==> src/rtl/div_seq_ctrl_pkg.sv <==
// Shared types, key codes and BCD helpers for the divider sequencing controller.
package divctrl_pkg;

    typedef enum logic [2:0] {
        S_ENTER_A,
        S_ENTER_B,
        S_START,
        S_WAIT,
        S_DONE,
        S_ERR
    } state_t;

    localparam logic [3:0] KEY_DIV       = 4'hA;
    localparam logic [3:0] KEY_EQ        = 4'hB;
    localparam logic [3:0] KEY_CLR       = 4'hC;
    localparam logic [7:0] BLANK_OPERAND = 8'h0F;

    // Operands never exceed 15, so the tens digit is only ever 0 or 1.
    function automatic logic [3:0] bcd_to_bin(input logic [7:0] bcd);
        logic [3:0] units;
        units = (bcd[3:0] == 4'hF) ? 4'h0 : bcd[3:0];
        return (bcd[7:4] != 4'h0) ? 4'(units + 4'd10) : units;
    endfunction

    function automatic logic [7:0] bin_to_bcd(input logic [3:0] bin);
        return (bin >= 4'd10) ? {4'h1, 4'(bin - 4'd10)} : {4'h0, bin};
    endfunction

endpackage

==> src/rtl/div_seq_ctrl_operand_entry.sv <==
// One 2-digit BCD operand register fed by keypad digits; value is limited to 0..15.
module operand_entry
    import divctrl_pkg::*;
(
    input  logic       clk,
    input  logic       rst,
    input  logic       clear,
    input  logic       load,
    input  logic       append,
    input  logic [3:0] digit,
    output logic [7:0] value,
    output logic       nonblank,
    output logic       is_zero
);

    always_ff @(posedge clk) begin
        if (rst || clear) begin
            value <= BLANK_OPERAND;
        end else if (load) begin
            value <= {4'h0, digit};
        end else if (append) begin
            // A second digit is accepted only after a leading 1 and only up to 5.
            if (value[3:0] == 4'hF) begin
                value <= {4'h0, digit};
            end else if (value == 8'h01 && digit <= 4'd5) begin
                value <= {4'h1, digit};
            end
        end
    end

    always_comb begin
        nonblank = (value[3:0] != 4'hF);
        is_zero  = nonblank && (bcd_to_bin(value) == 4'h0);
    end

endmodule

==> src/rtl/div_seq_ctrl.sv <==
// Keypad-to-divider sequencer: operand entry, start pulse, latency wait, result latch.
// Optional DIVCTRL_BCD_OUT_EN: results are latched as 2-digit BCD instead of binary.
module div_seq_ctrl
    import divctrl_pkg::*;
#(
    parameter int DIV_LATENCY = 5,
    parameter int CNT_W       = 3
) (
    input  logic       clk,
    input  logic       rst,
    input  logic       key_valid,
    input  logic [3:0] key_code,
    output logic [7:0] div_a_bcd,
    output logic [7:0] div_b_bcd,
    output logic       div_start,
    input  logic [3:0] div_q,
    input  logic [3:0] div_r,
    output logic [7:0] res_q,
    output logic [7:0] res_r,
    output logic       res_valid,
    output logic       err_div0,
    output logic       busy
);

    state_t             state, state_next;
    logic [CNT_W-1:0]   cnt;
    logic               is_digit, is_clr, key_div, key_eq;
    logic               a_clear, a_load, a_append, b_clear, b_append;
    logic               a_nonblank, b_nonblank, b_zero, unused_a_zero;
    logic               latch;

    operand_entry u_op_a (
        .clk      (clk),
        .rst      (rst),
        .clear    (a_clear),
        .load     (a_load),
        .append   (a_append),
        .digit    (key_code),
        .value    (div_a_bcd),
        .nonblank (a_nonblank),
        .is_zero  (unused_a_zero)
    );

    operand_entry u_op_b (
        .clk      (clk),
        .rst      (rst),
        .clear    (b_clear),
        .load     (1'b0),
        .append   (b_append),
        .digit    (key_code),
        .value    (div_b_bcd),
        .nonblank (b_nonblank),
        .is_zero  (b_zero)
    );

    always_comb begin
        is_digit = key_valid && (key_code <= 4'd9);
        is_clr   = key_valid && (key_code == KEY_CLR);
        key_div  = key_valid && (key_code == KEY_DIV);
        key_eq   = key_valid && (key_code == KEY_EQ);
    end

    always_ff @(posedge clk) begin
        if (rst) begin
            state <= S_ENTER_A;
        end else begin
            state <= state_next;
        end
    end

    always_comb begin
        state_next = state;
        a_clear    = 1'b0;
        a_load     = 1'b0;
        a_append   = 1'b0;
        b_clear    = 1'b0;
        b_append   = 1'b0;
        latch      = 1'b0;
        if (is_clr) begin
            // Clear wins everywhere, including an in-flight division whose result is dropped.
            state_next = S_ENTER_A;
            a_clear    = 1'b1;
            b_clear    = 1'b1;
        end else begin
            unique case (state)
                S_ENTER_A: begin
                    if (is_digit) begin
                        a_append = 1'b1;
                    end else if (key_div && a_nonblank) begin
                        state_next = S_ENTER_B;
                    end
                end
                S_ENTER_B: begin
                    if (is_digit) begin
                        b_append = 1'b1;
                    end else if (key_eq && b_nonblank) begin
                        state_next = b_zero ? S_ERR : S_START;
                    end
                end
                S_START: state_next = S_WAIT;
                S_WAIT: begin
                    if (cnt == '0) begin
                        latch      = 1'b1;
                        state_next = S_DONE;
                    end
                end
                S_DONE: begin
                    if (is_digit) begin
                        a_load     = 1'b1;
                        b_clear    = 1'b1;
                        state_next = S_ENTER_A;
                    end
                end
                S_ERR:   state_next = S_ERR;
                default: state_next = S_ENTER_A;
            endcase
        end
    end

    always_ff @(posedge clk) begin
        if (rst) begin
            cnt <= '0;
        end else if (state == S_START) begin
            cnt <= CNT_W'(DIV_LATENCY - 1);
        end else if (state == S_WAIT && cnt != '0) begin
            cnt <= cnt - 1'b1;
        end
    end

    always_ff @(posedge clk) begin
        if (rst) begin
            res_q <= '0;
            res_r <= '0;
        end else if (latch) begin
`ifdef DIVCTRL_BCD_OUT_EN
            res_q <= bin_to_bcd(div_q);
            res_r <= bin_to_bcd(div_r);
`else
            res_q <= {4'h0, div_q};
            res_r <= {4'h0, div_r};
`endif
        end
    end

    always_comb begin
        div_start = (state == S_START);
        busy      = (state == S_START) || (state == S_WAIT);
        res_valid = (state == S_DONE);
        err_div0  = (state == S_ERR);
    end

endmodule

==> config.mk <==
export PLATFORM = sky130hd
export DESIGN_NAME = div_seq_ctrl
export DESIGN_NICKNAME = d
export VERILOG_FILES = /design/src/rtl/div_seq_ctrl_pkg.sv /design/src/rtl/div_seq_ctrl_operand_entry.sv /design/src/rtl/div_seq_ctrl.sv
export SDC_FILE = /design/constraint.sdc
export NUM_CORES = 1
export LEC_CHECK = 0
export CAP_MARGIN = 20
export CORE_UTILIZATION = 56
export DETAILED_ROUTE_END_ITERATION = 10
export DONT_BUFFER_PORTS = 1
export PLACE_DENSITY = 0.74
export SETUP_SLACK_MARGIN = 0.15
export SYNTH_ARGS = -nofsm -noshare
export SYNTH_HDL_FRONTEND = slang
export SYNTH_HIERARCHICAL = 1
export SYNTH_SLANG_ARGS = --single-unit
==> constraint.sdc <==
create_clock -name clk -period 2.1 [get_ports clk]
set_clock_uncertainty 0.1 [all_clocks]
set_input_delay 0.315 -clock clk [delete_from_list [all_inputs] [get_ports clk]]
set_output_delay 0.315 -clock clk [all_outputs]
set_load 0.03 [all_outputs]
==> results_dict.tcl <==
set metrics [dict create \
    required_ns 2.23 \
    layout_setup_ws_ns -0.06152 \
    power_frac_clock_pct 29.8 \
    max_cap_violations 0 \
    layout-drive-gt1-share_pct 30.39 \
    maxSlewViolCount 0 \
    avgRoutedWirePerCell_um 15.55 \
    nNetsFinal 200 \
    antenna_found_initial 0 \
    p_per_area_mw_per_mm2 584.2 \
    grt_max_degree 15 \
    vias 1248 \
    path_max_fanout 3 \
    first_pass_iters 4 \
    status "finished with violations" \
    grt_pass1_vias 1130 \
    slowest_delay_ns 0.37 \
    ant_nets 0 \
    violations "negative setup slack" \
    h-tree-depth 1 \
    path_cells "and3_4 > and2b_2 > ha_4 > and3b_2 > a21oi_2 > o21a_1 > nor2_4 > nor2_2 > nor3b_2 > o31a_1" \
    grt_util_met1_pct 31.65 \
    ys.warnings.count 6 \
    cts_max_path_buffers 2 \
    end_kind "flop" \
    grt_pass1_wl_um 5078 \
    switching_share_pct 29.78 \
    cp-endpoint "state[0]" \
    portBuffers 0 \
    final-hold-violation-count 0 \
    ir_drop_v 0.0004145 \
    gr-total-overflow 0 \
    avgSynthCellArea_um2 8.996 \
    cts_sinks 24 \
    min_path_cells 1 \
    critPathKind "reg -> reg" \
    r2r-end "state[0]" \
    tightestPinTransition_ns 0.5761 \
    avgViaCountPerCell 5.915 \
    grt_usage_pct 24.66 \
    p_switching_mw 0.2954 \
    hp-class "in -> reg" \
    power_frac_comb_pct 19.7 \
    syn2layout_area_growth_pct 15.79 \
    routabilityCongestion 0.7998 \
    post-dp-hpwl_um 2306 \
    rows 18 \
    syn_inst 163 \
    p_int_mw 0.6965 \
    die_x_um 53.17 \
    fin_cells 211 \
    ios 51 \
    max_slew_margin_pct 61.50 \
    syn-cell-area_mm2 0.001466 \
    met2_usage_pct 41.14 \
    finalCritPeriodShare_pct 102.9 \
    placedCellCount 203 \
    setup-violations-final 3 \
    dieArea_mm2 0.002827 \
    path_clk_slew_ns 0.14 \
    critPathArrivalTime_ns 2.29 \
    cts_tree "done" \
    fillers 204 \
    cp-startpoint "u_op_b/value[2]" \
    reg2reg_slack_ns -0.06 \
    cts-root-buf "clkbuf_4" \
    grt_use_met3_pct 4.598 \
    fp.coreArea_mm2 0.002477 \
    cts_made_buffers 3 \
    grt.busiest_layer "met2" \
    initial_utilization_pct 59.19 \
    seq_power_share_pct 50.5 \
    rsz0062_at_grt "true" \
    worstSkewPairLatency_ns 0.32 \
    p_leak_nw 0.7274 \
    fp.dieH_um 53.17 \
    drt_iter0_drc 27 \
    period_needed_ns 2.162 \
    routed_wirelength_um 3280 \
    start_kind "flop" \
    r2r-start "u_op_b/value[2]" \
    rr_worst_depth 10 \
    fin_util_pct 68.54 \
    slowest_stage "dfxtp_4" \
    drcViolationCount 0 \
    fmax_ghz 0.4626 \
    antenna_cells 0 \
]
## registers in the layout, summed over array words and instances (netlist names)
name          cells
u_op_a/value      5
u_op_b/value      5
res_q             4
res_r             4
cnt               3
state             3
## how the worst min path moves through the flow
stage,from,end,slack (ns)
after detailed placement,rst,res_r[2],0.29
final,key_code[2],u_op_a/value[2],0.02
after floorplan,rst,cnt[0],0.29
after global routing,key_code[2],u_op_a/value[2],0.006
after CTS,key_code[0],u_op_a/value[0],0.001
after global placement,rst,cnt[2],0.29
## cells in the final DEF, fill, tap and decap left out, types with 4 or more instances in the layout
master,count
a31oi_1,6
nor3_1,4
or2_2,4
nand2_1,7
conb_1,16
mux2i_1,9
buf_4,16
dfxtp_1,19
a221o_1,4
inv_1,5
nor2_1,17
## critical path, delay by kind of cell, from the launching register on
kind | cells | cell delay, ns
compound gates | 3 | 0.51
fa+ha+maj | 1 | 0.26
flops | 1 | 0.37
simple gates | 6 | 0.82
## repair_timing
action | in CTS | in global routing
endpoints found under the setup margin | 3 | 5
setup buffers | 1 | 0
endpoints found under the hold margin | 12 | 1
gates resized for setup | 8 | 5
pin swaps | 9 | 3
hold buffers | 2 | 1
gates cloned | 0 | 0
## per-stage QoR
step                TNS [ns]  hold slack (ns)  cell area [µm²]  power, mW  worst slack (ns)
floorplan           -0.08855           0.2943             1531     0.6684          -0.03437
global placement           0           0.2856             1562     0.6775           0.02136
detailed placement   -0.2013           0.2907             1562     0.6825           -0.1021
CTS                  -0.2166         0.001114             1678     0.9844          -0.09381
global route         -0.4140         0.005521             1698      1.025           -0.1484
finish               -0.1317          0.02028             1698     0.9919          -0.06152
## routing by layer
metal / vias up / part of all wire (%)
met2: 42 / 48
li1: 597 / -
met3: 6 / 4.6
met1: 603 / 47
met5: - / 0
met4: 0 / 1.1
## power by group through the flow
stage,logic (mW),clock network [mW],registers [mW]
2_1_floorplan,0.144,0,0.524
3_3_place_gp,0.168,0,0.510
3_5_place_dp,0.172,0,0.511
4_1_cts,0.190,0.294,0.501
5_1_grt,0.207,0.315,0.503
6_report,0.195,0.296,0.501
## final cells by class
class                   instances  area, µm²  area share (%)
clock buffers                   4      47.55           2.800
flip-flops and latches         24      494.2           29.11
repair buffers                 19      150.1           8.843
well taps                      30      37.54           2.211
multi-input cells             128      945.9           55.71
inverters                       6      22.52           1.326
No activity file was read; power rests on OpenSTA's default activity.
